**src/rtl/lfsr_encrypt_ctrl_if.sv**
```systemverilog
// Controller-side bundle: start/done handshake, dat_mem ports and LFSR control.
// master = the sequencer, slave = the memory/LFSR/top-level side.
interface lfsr_encrypt_ctrl_if;
   logic       start;
   logic       busy;
   logic       done;
   logic       err;
   logic [7:0] raddr;
   logic [7:0] rdata;
   logic [7:0] waddr;
   logic [7:0] wdata;
   logic       write_en;
   logic       lfsr_en;
   logic       lfsr_load;
   logic [5:0] lfsr_taps;
   logic [5:0] lfsr_start;
   logic [5:0] lfsr_state;

   modport master (
      input  start, rdata, lfsr_state,
      output busy, done, err, raddr, waddr, wdata, write_en,
             lfsr_en, lfsr_load, lfsr_taps, lfsr_start
   );

   modport slave (
      output start, rdata, lfsr_state,
      input  busy, done, err, raddr, waddr, wdata, write_en,
             lfsr_en, lfsr_load, lfsr_taps, lfsr_start
   );
endinterface

```
**src/rtl/lfsr_encrypt_ctrl.sv**
```systemverilog
// Sequencer for the LFSR encryption pass: fetch config, write scrambled
// preamble then scrambled message, and report done/err.
module lfsr_encrypt_ctrl #(
   parameter int         MSG_LEN  = 50,
   parameter int         SRC_BASE = 0,
   parameter int         DST_BASE = 64,
   parameter int         CFG_BASE = 61,
   parameter logic [7:0] PAD_CHAR = 8'h5F,
   parameter int         MAX_PRE  = 15
) (
   input  logic                 clk,
   input  logic                 init,
   lfsr_encrypt_ctrl_if.master  bus
);
   localparam logic [7:0] SRC_A    = 8'(SRC_BASE);
   localparam logic [7:0] DST_A    = 8'(DST_BASE);
   localparam logic [7:0] CFG_A    = 8'(CFG_BASE);
   localparam logic [7:0] MAX_P    = 8'(MAX_PRE);
   localparam logic [7:0] MSG_LAST = 8'(MSG_LEN - 1);

   typedef enum logic [2:0] {
      IDLE, RD_PRE, RD_TAPS, RD_START, LOAD, PREAMBLE, MESSAGE, DONE
   } state_t;

   state_t     state, state_nx;
   logic [7:0] pre_len, cnt;
   logic [5:0] taps_q, start_q;
   logic       done_q, err_q;
   logic       bad_cfg, last_pre, last_msg;

   // An all-zero start would lock the LFSR at zero, so it is rejected too.
   assign bad_cfg  = (pre_len > MAX_P) || (start_q == 6'd0);
   assign last_pre = (cnt == pre_len - 8'd1);
   assign last_msg = (cnt == MSG_LAST);

   always_ff @(posedge clk or posedge init) begin
      if (init) begin
         state   <= IDLE;
         pre_len <= '0;
         cnt     <= '0;
         taps_q  <= '0;
         start_q <= '0;
         done_q  <= 1'b0;
         err_q   <= 1'b0;
      end else begin
         state <= state_nx;
         case (state)
            IDLE, DONE: if (bus.start) begin
               done_q <= 1'b0;
               err_q  <= 1'b0;
               cnt    <= '0;
            end
            RD_PRE:   pre_len <= bus.rdata;
            RD_TAPS:  taps_q  <= bus.rdata[5:0];
            RD_START: start_q <= bus.rdata[5:0];
            LOAD: if (bad_cfg) begin
               err_q  <= 1'b1;
               done_q <= 1'b1;
            end
            PREAMBLE: cnt <= last_pre ? 8'd0 : cnt + 8'd1;
            MESSAGE: begin
               if (last_msg) done_q <= 1'b1;
               else          cnt    <= cnt + 8'd1;
            end
            default: ;
         endcase
      end
   end

   always_comb begin
      state_nx      = state;
      bus.raddr     = '0;
      bus.waddr     = '0;
      bus.wdata     = '0;
      bus.write_en  = 1'b0;
      bus.lfsr_en   = 1'b0;
      bus.lfsr_load = 1'b0;
      case (state)
         IDLE, DONE: if (bus.start) state_nx = RD_PRE;
         RD_PRE: begin
            bus.raddr = CFG_A;
            state_nx  = RD_TAPS;
         end
         RD_TAPS: begin
            bus.raddr = CFG_A + 8'd1;
            state_nx  = RD_START;
         end
         RD_START: begin
            bus.raddr = CFG_A + 8'd2;
            state_nx  = LOAD;
         end
         LOAD: begin
            if (bad_cfg) state_nx = DONE;
            else begin
               bus.lfsr_load = 1'b1;
               state_nx      = (pre_len != 8'd0) ? PREAMBLE : MESSAGE;
            end
         end
         PREAMBLE: begin
            bus.write_en = 1'b1;
            bus.lfsr_en  = 1'b1;
            bus.waddr    = DST_A + cnt;
            bus.wdata    = {2'b00, bus.lfsr_state} ^ PAD_CHAR;
            if (last_pre) state_nx = MESSAGE;
         end
         MESSAGE: begin
            bus.raddr    = SRC_A + cnt;
            bus.write_en = 1'b1;
            bus.lfsr_en  = 1'b1;
            bus.waddr    = DST_A + pre_len + cnt;
            bus.wdata    = bus.rdata ^ {2'b00, bus.lfsr_state};
            if (last_msg) state_nx = DONE;
         end
         default: state_nx = IDLE;
      endcase
   end

   assign bus.busy       = (state != IDLE) && (state != DONE);
   assign bus.done       = done_q;
   assign bus.err        = err_q;
   assign bus.lfsr_taps  = taps_q;
   assign bus.lfsr_start = start_q;
endmodule

```
**src/flat_wrapper.sv**
```systemverilog
// flat-port wrapper written by rule: the top's interface ports become plain ports
module lfsr_encrypt_ctrl_flat 
#(
   parameter int         MSG_LEN  = 50,
   parameter int         SRC_BASE = 0,
   parameter int         DST_BASE = 64,
   parameter int         CFG_BASE = 61,
   parameter logic [7:0] PAD_CHAR = 8'h5F,
   parameter int         MAX_PRE  = 15
)
  (clk, init, bus_start, bus_rdata, bus_lfsr_state, bus_busy, bus_done, bus_err, bus_raddr, bus_waddr, bus_wdata, bus_write_en, bus_lfsr_en, bus_lfsr_load, bus_lfsr_taps, bus_lfsr_start);
  lfsr_encrypt_ctrl_if bus_i ();
  input  logic clk;
  input  logic init;
  input wire logic [$bits(bus_i.start)-1:0] bus_start;
  input wire logic [$bits(bus_i.rdata)-1:0] bus_rdata;
  input wire logic [$bits(bus_i.lfsr_state)-1:0] bus_lfsr_state;
  output wire logic [$bits(bus_i.busy)-1:0] bus_busy;
  output wire logic [$bits(bus_i.done)-1:0] bus_done;
  output wire logic [$bits(bus_i.err)-1:0] bus_err;
  output wire logic [$bits(bus_i.raddr)-1:0] bus_raddr;
  output wire logic [$bits(bus_i.waddr)-1:0] bus_waddr;
  output wire logic [$bits(bus_i.wdata)-1:0] bus_wdata;
  output wire logic [$bits(bus_i.write_en)-1:0] bus_write_en;
  output wire logic [$bits(bus_i.lfsr_en)-1:0] bus_lfsr_en;
  output wire logic [$bits(bus_i.lfsr_load)-1:0] bus_lfsr_load;
  output wire logic [$bits(bus_i.lfsr_taps)-1:0] bus_lfsr_taps;
  output wire logic [$bits(bus_i.lfsr_start)-1:0] bus_lfsr_start;
  assign bus_i.start = bus_start;
  assign bus_i.rdata = bus_rdata;
  assign bus_i.lfsr_state = bus_lfsr_state;
  assign bus_busy = bus_i.busy;
  assign bus_done = bus_i.done;
  assign bus_err = bus_i.err;
  assign bus_raddr = bus_i.raddr;
  assign bus_waddr = bus_i.waddr;
  assign bus_wdata = bus_i.wdata;
  assign bus_write_en = bus_i.write_en;
  assign bus_lfsr_en = bus_i.lfsr_en;
  assign bus_lfsr_load = bus_i.lfsr_load;
  assign bus_lfsr_taps = bus_i.lfsr_taps;
  assign bus_lfsr_start = bus_i.lfsr_start;
  lfsr_encrypt_ctrl #(.MSG_LEN(MSG_LEN), .SRC_BASE(SRC_BASE), .DST_BASE(DST_BASE), .CFG_BASE(CFG_BASE), .PAD_CHAR(PAD_CHAR), .MAX_PRE(MAX_PRE)) u_core (.clk(clk), .init(init), .bus(bus_i));
endmodule
```
**config.mk**
```make
export PLATFORM = sky130hd
export DESIGN_NAME = lfsr_encrypt_ctrl_flat
export DESIGN_NICKNAME = d
export VERILOG_FILES = /design/src/rtl/lfsr_encrypt_ctrl_if.sv /design/src/rtl/lfsr_encrypt_ctrl.sv /design/src/flat_wrapper.sv
export SDC_FILE = /design/constraint.sdc
export NUM_CORES = 1
export LEC_CHECK = 0
export CAP_MARGIN = 0
export CORE_MARGIN = 3
export CORE_UTILIZATION = 55
export CTS_CLUSTER_SIZE = 30
export DETAILED_ROUTE_END_ITERATION = 12
export PLACE_DENSITY = 0.87
export SETUP_SLACK_MARGIN = 0.2
export SYNTH_ARGS = -nofsm -noshare
export SYNTH_HDL_FRONTEND = slang
export SYNTH_SLANG_ARGS = --single-unit
export TNS_END_PERCENT = 30
```
**constraint.sdc**
```tcl
create_clock -name clk -period 5.1 [get_ports clk]
set_clock_uncertainty 0.05 [all_clocks]
set_input_delay 0.765 -clock clk [delete_from_list [all_inputs] [get_ports clk]]
set_output_delay 0.765 -clock clk [all_outputs]
set_load 0.005 [all_outputs]
```
# After elaboration in Yosys (flattened, before gate mapping)
# Index checks and enable logic that the tools add are counted.
dict set report word_totals {
  reg_bits 33
  input_bits 17
  wordCells 66
  output_inout_bits 42
}
dict set report op_classes {
  addsub 5
  n_reduce_logical 15
  muxes 21
  bitwise 2
  magnitude_cmp 1
  eq_ne 15
}
# op count
set ops {}
lappend ops {{8-bit case mux with 2 select lines} 2}
lappend ops {{8-bit case mux with 4 select lines} 1}
lappend ops {{8-bit two-way mux} 3}
lappend ops {{8-bit case mux with 3 select lines} 1}
lappend ops {{3-bit case mux with 7 select lines} 1}
lappend ops {{7-bit by 8-bit adder with 8-bit output, first input constant} 2}
lappend ops {{3-bit equality test, second input constant} 4}
lappend ops {{3-bit two-way mux} 4}
lappend ops {{3-bit AND reduction} 3}
lappend ops {{3-bit nonzero test} 3}
lappend ops {{8-bit by 1-bit adder with 8-bit output, second input constant} 1}
lappend ops {{8-bit adder} 1}
lappend ops {{8-bit by 6-bit equality test with 1-bit output, second input constant} 1}
lappend ops {{8-bit equality test} 1}
lappend ops {{8-bit by 4-bit greater-than comparator with 1-bit output, second input constant} 1}
lappend ops {{8-bit nonzero test} 1}
lappend ops {{8-bit by 1-bit subtractor with 8-bit output, second input constant} 1}
lappend ops {{8-bit by 6-bit XOR with 8-bit output} 1}
lappend ops {{3-bit by 2-bit equality test with 1-bit output, second input constant} 2}
lappend ops {{6-bit logical NOT} 1}
lappend ops {{1-bit two-way mux} 6}
lappend ops {{2-bit by 1-bit inequality test with 1-bit output, second input constant} 3}
lappend ops {{5-bit NOT with 6-bit output} 1}
lappend ops {{2-bit inequality test, second input constant} 2}
lappend ops {{other kinds (11)} 12}

# Depth between registers and ports, before layout
# Gate-level depths: netlist (run 1).
dict set report logic_depth {
  ltp_word 4
  ltp_mapped 8
  depth_no_buf 8
}

# Least setup slack after synthesis (run 1)
# Ideal clock, no wire load.
dict set report synth_path {
  kind {reg2out}
  start {register u_core.cnt[1]}
  end {output port bus_waddr[7]}
  required_ps 4285
  stages_incl_launch_ff 9
  slack_ps 2174
  arrival_time_ps 2111
  path_buffers 0
  cell_sequence {dfrtp_1 > ha_1 > ha_1 > fa_1 > a211oi_1 > o21ai_0 > a21oi_1 > xnor2_1 > o21ai_0}
}
dict set report synth_between {
  elab_chain_len 2
  elab_cells_between_ends 3
  classes_between {add/sub: 2; mux: 1}
}
# element line
set synth_lines {}
lappend synth_lines {{from (decl)} lfsr_encrypt_ctrl.sv:26} ;# logic [7:0] pre_len, cnt;
lappend synth_lines {{from (signal assigned)} lfsr_encrypt_ctrl.sv:60} ;# PREAMBLE: cnt <= last_pre ? 8'd0 : cnt + 8'd1;
lappend synth_lines {{from (signal assigned)} lfsr_encrypt_ctrl.sv:63} ;# else cnt <= cnt + 8'd1;
lappend synth_lines {{8-bit adder / 7-bit by 8-bit adder with 8-bit output (equally long branches)} {lfsr_encrypt_ctrl.sv:110, lfsr_encrypt_ctrl.sv:102}}
lappend synth_lines {{8-bit case mux with 2 select lines (*)} lfsr_encrypt_ctrl.sv:78} ;# case (state)
lappend synth_lines {{to (decl)} flat_wrapper.sv:22} ;# output wire logic [$bits(bus_i.waddr)-1:0] bus_waddr;
# Mark *: on every way between the ends. The rest lies on a longest branch, timed or not.

# Worst setup path after layout (run 1)
# Ends and elaborated chain as after synthesis.

==> metrics.md, run 1 <==
| Metric | Value |
|---|---|
| Outcome | complete, no violations |
| Die X | 74.4 um |
| First-pass GRT wire length | 11.0 mm |
| DIE AREA | 5530 sq um |
| Switching power | 819 uW |
| CTS buffer count | 5 |
| Clock Power Share | 11.5% |
| RD Place Congestion | 0.955 |
| H-tree depth | 2 |
| Sequential element share of the synthesized area | 32.1% |
| Worst path top cell family by delay | adder cells |
| Worst reg2reg setup slack | 2320 ps |
| Part of the cycle the worst path needs | 75.5% |
| Max_cap viols | 0 |
| Layout cell share with drive strength beyond 1 | 10.4% |
| Kind of critical path | register to primary output |
| Register bit total from synthesis | 33 |
| Initial Utilization | 57.8% |
| Worst EP arrival | 3040 ps |
| Final hold violations | 0 |
| Relative slew slack | 34.4% |
| Buffer depth of the longest clock path | 2 |
| CTS tree | built |
| I/O Buffers | 58 |
| Leakage power | 1.33 nW |
| Hold Path End | u_core.bus.lfsr_taps[1]$_DFFE_PP0N_ |
| Vias | 2401 |
| Fin nets | 372 |
| N_diodes | 0 |
| Final wirelength | 6.72 mm |
| Post-synth EDFFs | 0 |
| WL/cell | 17.2 um |
| Buffers & Inverters on Critical Path | 1 |
| Worst-Skew Late Latency | 290 ps |
| Hold buffers post-CTS | 0 |
| R2R cell count | 5 |
| HP Start | u_core.bus.lfsr_taps[1]$_DFFE_PP0N_ |
| CTS Sinks | 33 |
| Post-CTS resize count | 0 |
| Data required, critical path | 4280 ps |
| Switch share | 42.6% |
| Hold WC Path Type | register to register |
| Top FF cell, synth | dfrtp_1 |
| Crit path max fanout | 6 |
| Initial DRC Count | 236 |
| Initial antenna violation count | 0 |
| Int Pwr | 1.11 mW |
| Area Growth Syn to Fin | 25.5% |
| Grt ovf | 0 |
| IO Pins | 59 |
| Min Hold Slack | 464 ps |
| DRT Pass-1 Iters | 5 |
| Vias in the first global route | 2258 |
| Logic pwr share | 59.5% |
| Slew @ Worst Pin | 981 ps |
| Routed wl met3 | 588 um |
| Slowest stage delay, CP | 530 ps |
| Worst Hold Depth | 1 |
| Syn_area_per_cell | 8.80 sq um |
| Setup TNS | 0 ps |
| Critical path's slowest cell | clkdlybuf4s50_1 |
| Synth Cell Area | 2570 sq um |
| Clock-pin slew on the worst setup and hold paths | 70 ps |
| Endpoints failing setup | 0 |
| Synth Warn # | 0 |
| FP Rows | 24 |
| Worst setup EP type | primary output |
| Post-route met1 wirelength | 2.88 mm |
| Top Layer Used | met4 |
| DRC viols | 0 |
| Power per Cell Area | 597 nW/um^2 |
| Finished Layout Cells | 390 |
| FF-to-FF End | u_core.cnt[2]$_DFFE_PP0P_ |
| Post-route ant nets | 0 |
| DP Cell Count | 382 |
| Clock root buffer | clkbuf_8 |
| WL met2 | 3.12 mm |
| Final Max Tran Viols | 0 |
| Worst setup path startpoint | u_core.cnt[1]$_DFFE_PP0P_ |
| Vias per Instance | 6.16 |
| Final min period | 3850 ps |
| Core area | 4440 sq um |
| DP HPWL | 4.84 mm |
| Max Freq | 0.260 GHz |
| CP Cell Sequence | ha_1 > ha_1 > fa_1 > a211oi_1 > o21ai_0 > a21oi_1 > xnor2_1 > o21ai_0 > clkdlybuf4s50_1 |
| Reg-to-reg critical path startpoint | u_core.state[1]$_DFFE_PP0P_ |
| Syn nets | 327 |
| Cells after Synth | 292 |
| Worst IR drop on VDD | 0.000358 V |
| Total GRT Usage | 26.1% |
| Synth cell types | 49 |
| Startpoint Class | register |
| Synth async-reset ratio | 100% |
| Reg power frac | 29.0% |
| Largest net degree at the start of global routing | 34 |
| Chip height | 74.4 um |
| RSZ-0062 raised after global routing | false |
| Number of setup buffers added after CTS | 0 |
==> worst max path at each step <==
stage / slack [ps] / end / cells after the start
finish: 1250 / bus_waddr[7] / 9
global route: 1060 / bus_waddr[7] / 9
CTS: 1250 / bus_waddr[7] / 9
detailed placement: 1570 / bus_waddr[7] / 9
global placement: 1610 / bus_waddr[7] / 9
floorplan: 2170 / bus_waddr[7] / 8
==> cell type report <==
class	count	area [sq um]
repair buffers	59	588
fillers	333	1220
inverters	12	45.0
well taps	52	65.1
flip-flops and latches	33	826
multi-input cells	226	1600
clock buffers	7	96.3
clock inverters	1	5.00
==> power groups by stage <==
| stage | Combinational, mW | Sequential [mW] | Clock [mW] |
|---|---|---|---|
| floorplan | 0.784 | 0.456 | 0 |
| global placement | 1.11 | 0.548 | 0 |
| detailed placement | 1.13 | 0.555 | 0 |
| CTS | 1.15 | 0.551 | 0.223 |
| global route | 1.26 | 0.580 | 0.233 |
| finish | 1.14 | 0.558 | 0.222 |
==> cells by family after synthesis <==
kind of cell / after synthesis / synth area share, %
adder cells (fa/ha/maj): 18 / 9.06
buffers and inverters: 33 / 5.60
AND/OR/NAND/NOR: 100 / 21.2
flip-flops: 33 / 32.1
multiplexers: 18 / 7.89
AO/OA/AOI/OAI: 73 / 18.4
XOR/XNOR: 17 / 5.79
==> cell usage in the layout, fill, tap and decap left out, drive strengths merged, types with 2 or more instances in the layout <==
cell type / synthesis / layout
a2111oi: 3 / 3
a211oi: 6 / 6
a21o: 3 / 3
a21oi: 21 / 21
a22o: 3 / 3
and2: 5 / 5
and3: 4 / 4
clkbuf: 14 / 7
clkdlybuf4s50: 0 / 58
dfrtp: 33 / 33
ha: 17 / 17
inv: 12 / 12
mux2: 18 / 18
nand2: 30 / 30
nand2b: 3 / 3
nand3: 6 / 6
nand3b: 7 / 7
nand4: 3 / 3
nor2: 16 / 16
nor2b: 3 / 3
nor3: 10 / 10
nor3b: 2 / 2
nor4: 2 / 2
o211ai: 3 / 3
o21ai: 23 / 23
o22ai: 3 / 3
o31a: 2 / 2
or3: 2 / 2
or4: 2 / 2
xnor2: 8 / 8
xor2: 9 / 9
==> synthesized netlist by cell type (all sizes together), types with 2 or more instances <==
cell / count / area, sq um
a21o: 3 / 22.5
or4: 2 / 15.0
and3: 4 / 25.0
nor2b: 3 / 18.8
a21oi: 21 / 105
a2111oi: 3 / 38.8
clkbuf: 14 / 52.6
buf: 7 / 46.3
nand2: 30 / 113
xor2: 9 / 78.8
a22o: 3 / 26.3
nand2b: 3 / 18.8
a211oi: 6 / 45.0
nand4: 3 / 18.8
ha: 17 / 213
mux2: 18 / 203
o31a: 2 / 17.5
dfrtp: 33 / 826
nand3b: 7 / 52.6
o211ai: 3 / 22.5
o22ai: 3 / 18.8
nand3: 6 / 30.0
xnor2: 8 / 70.1
nor2: 16 / 60.1
nor3b: 2 / 15.0
nor3: 10 / 60.1
inv: 12 / 45.0
and2: 5 / 31.3
o21ai: 23 / 115
or3: 2 / 12.5
nor4: 2 / 12.5
==> registers in the layout (all words and copies together) (netlist names) <==
register               flops
u_core.bus.done            1
u_core.bus.err             1
u_core.bus.lfsr_start      6
u_core.bus.lfsr_taps       6
u_core.cnt                 8
u_core.pre_len             8
u_core.state               3
==> through the flow <==
| stage | utilization [%] | area (sq um) | total power, mW | setup WS [ps] |
|---|---|---|---|---|
| global route | 72.6 | 3230 | 2.07 | 1060 |
| detailed placement | 70.3 | 3120 | 1.69 | 1570 |
| floorplan | - | 2570 | 1.24 | 2170 |
| global placement | 70.3 | 3120 | 1.65 | 1610 |
| CTS | 72.6 | 3230 | 1.92 | 1250 |
| finish | 72.6 | 3230 | 1.92 | 1250 |
==> layer usage <==
metal / vias to the layer above / global-route usage (%)
met3: 14 / 6.76
met4: 0 / 8.89
li1: 1139 / -
met5: - / 0
met1: 1145 / 35.8
met2: 103 / 40.4
(Power assumes the default switching activity.)
==> run 2: changes to the inputs <==
Settings changed: CORE_UTILIZATION 55 to 46, PLACE_DENSITY 0.87 to 0.77.
Clock period 5.1 ns to 3.2 ns, I/O delays scaled along.
==> metrics.md, run 2 (synthesized netlist as in run 1, its figures left out) <==
| Metric | Value |
|---|---|
| Area Growth Syn to Fin | 33.2% |
| Chip height | 80.7 um (+8.6%) |
| Core area | 5270 sq um (+19%) |
| Initial antenna violation count | 0 (unchanged) |
| DIE AREA | 6520 sq um (+18%) |
| Clock Power Share | 12.7% (+1.2 points) |
| Largest net degree at the start of global routing | 34 (unchanged) |
| DRC viols | 0 (unchanged) |
| Reg-to-reg critical path startpoint | u_core.pre_len[1]$_DFFE_PP0P_ |
| Clock-pin slew on the worst setup and hold paths | 70 ps (about the same) |
| R2R cell count | 8 (+3) |
| Final min period | 2980 ps |
| I/O Buffers | 58 (unchanged) |
| Top Registers | u_core.cnt x8, u_core.pre_len x8 |
| Logic pwr share | 65.3% (+5.8 points) |
| Grt peak-use layer | met2 |
| Hold buffers post-CTS | 0 (unchanged) |
| Final Instance Area | 3420 sq um (+6.1%) |
| Worst reg2reg setup slack | 640 ps (-1680 ps) |
| Die X | 80.7 um (+8.6%) |
| Switch share | 41.4% (-1.2 points) |
| Met3 global-route usage | 6.10% (-0.66 points) |
| Layout cell share with drive strength beyond 1 | 16.9% (+6.5 points) |
| HP Start | u_core.bus.lfsr_taps[2]$_DFFE_PP0N_ |
| RD Place Congestion | 0.927 (-3.0%) |
| Most common cell after layout, fill and taps aside | clkdlybuf4s50_1 |
| Max_cap viols | 0 (unchanged) |
| Worst setup EP type | primary output |
| Slew @ Worst Pin | 726 ps (-255 ps) |
| Total GRT Usage | 24.8% (-1.4 points) |
| Worst path top cell family by delay | adder cells |
| Util after Layout | 65.0% (-7.6 points) |
| Leakage power | 1.45 nW (+9.1%) |
| CTS buffer count | 5 (unchanged) |
| Data required, critical path | 2670 ps (-1610 ps) |
| Clock root buffer | clkbuf_8 |
| WL/cell | 17.2 um (about the same) |
| Max Freq | 0.336 GHz |
| Fin nets | 390 (+4.8%) |
| Slowest stage delay, CP | 380 ps (-150 ps) |
| Worst-Skew Late Latency | 290 ps (about the same) |
| CP Cell Sequence | ha_1 > ha_2 > fa_2 > buf_4 > a21o_1 > a211oi_1 > o21ai_0 > dlygate4sd2_1 |
| Global routing usage on met1 | 31.9% (-3.9 points) |
| RSZ-0062 raised after global routing | true |
| Part of the cycle the worst path needs | 93.0% |
| Endpoints failing setup | 0 (unchanged) |
| CTS tree | built |
| Switching power | 1.37 mW (+67%) |
| H-tree depth | 2 (unchanged) |
| Final Max Tran Viols | 0 (unchanged) |
| DP HPWL | 5.42 mm (+12%) |
| Placed cell area | 3280 sq um (+5.0%) |
| Worst EP arrival | 2450 ps (-590 ps) |
| Worst Hold Depth | 1 (unchanged) |
| Vias per Instance | 5.78 (-6.2%) |
| N_diodes | 0 (unchanged) |
| Initial DRC Count | 158 (-33%) |
| Final hold violations | 0 (unchanged) |
| Hold Path End | u_core.bus.lfsr_taps[2]$_DFFE_PP0N_ |
| First-pass GRT wire length | 12.2 mm (+11%) |
| Worst IR drop on VDD | 0.000586 V (+64%) |
| Vias in the first global route | 2487 (+10%) |
| Final wirelength | 7.34 mm (+9.3%) |
| Int Pwr | 1.94 mW (+76%) |
| Reg power frac | 22.0% (-7.0 points) |
| Relative slew slack | 51.4% (+17 points) |
| Setup TNS | 0 ps (unchanged) |
| Outcome | complete, no violations |
| Vias | 2461 (+2.5%) |
| FP Rows | 26 (+8.3%) |
| FF-to-FF End | u_core.cnt[0]$_DFFE_PP0P_ |
| GRT met2 Usage | 40.3% (about the same) |
| Fillers | 458 (+38%) |
| Grt ovf | 0 (unchanged) |
| Post-route ant nets | 0 (unchanged) |
| CTS Sinks | 33 (unchanged) |
| Critical path's slowest cell | dfrtp_1 |
| Crit path max fanout | 2 (-4) |
| Buffers & Inverters on Critical Path | 2 (+1) |
| IO Pins | 59 (unchanged) |
| Power per Cell Area | 968 nW/um^2 (+62%) |
| Initial Utilization | 48.8% (-9.1 points) |
| Startpoint Class | register |
| Hold WC Path Type | register to register |
| Buffer depth of the longest clock path | 2 (unchanged) |
| DRT Pass-1 Iters | 4 (-1) |
| Most frequent cells in the layout | clkdlybuf4s50_1 (54), dfrtp_1 (33), nand2_1 (30), o21ai_0 (21), a21oi_1 (20) |
| Kind of critical path | register to primary output |
[run 2: final cells by class]
| type | count | area (sq um) | area share [%] |
|---|---|---|---|
| Timing Repair Buffer | 77 | 718 | 21.0 |
| Sequential cell | 33 | 826 | 24.1 |
| Multi-Input combinational cell | 226 | 1630 | 47.6 |
| Clock inverter | 1 | 30.0 | 0.877 |
| Clock buffer | 7 | 86.3 | 2.52 |
| Inverter | 12 | 45.0 | 1.32 |
| Tap cell | 70 | 87.6 | 2.56 |
[run 2: layer usage]
| metal | share of wire, % | vias up |
|---|---|---|
| met5 | 0 | - |
| met1 | 41 | 1161 |
| met3 | 9.5 | 14 |
| met4 | 2.5 | 0 |
| li1 | - | 1173 |
| met2 | 47 | 113 |
[run 2: worst max path at each step]
stage | startpoint | endpoint | slack [ps] | cells after the start
detailed placement | u_core.cnt[1]$_DFFE_PP0P_ | bus_waddr[7] | 60 | 9
global placement | u_core.cnt[1]$_DFFE_PP0P_ | bus_waddr[7] | 90 | 9
floorplan | u_core.cnt[1]$_DFFE_PP0P_ | bus_waddr[7] | 560 | 8
finish | u_core.cnt[1]$_DFFE_PP0P_ | bus_waddr[5] | 220 | 8
global route | u_core.cnt[1]$_DFFE_PP0P_ | bus_waddr[5] | 110 | 8
CTS | u_core.cnt[1]$_DFFE_PP0P_ | bus_waddr[7] | 150 | 9
[run 2: metrics by stage]
| stage | std cells | setup slack [ps] | power, mW | hold slack, ps |
|---|---|---|---|---|
| after detailed placement | 418 | 63.8 | 2.86 | 449 |
| after floorplan | 292 | 559 | 1.98 | 455 |
| after CTS | 426 | 149 | 3.31 | 465 |
| after global routing | 426 | 113 | 3.58 | 484 |
| after global placement | 418 | 91.6 | 2.80 | 441 |
| final | 426 | 224 | 3.31 | 461 |
[run 2: repair_timing]
item                       4_1_cts  5_1_grt
resized for setup                8        7
setup endpoints to repair       10       12
setup buffers                    0        0
pin swaps                        1        3
[run 2: power by group through the flow]
stage	Sequential [mW]	Combinational [mW]	Clock (mW)
final	0.730	2.16	0.419
after global routing	0.749	2.39	0.442
after CTS	0.728	2.16	0.423
after detailed placement	0.730	2.13	0
after global placement	0.716	2.08	0
after floorplan	0.727	1.25	0
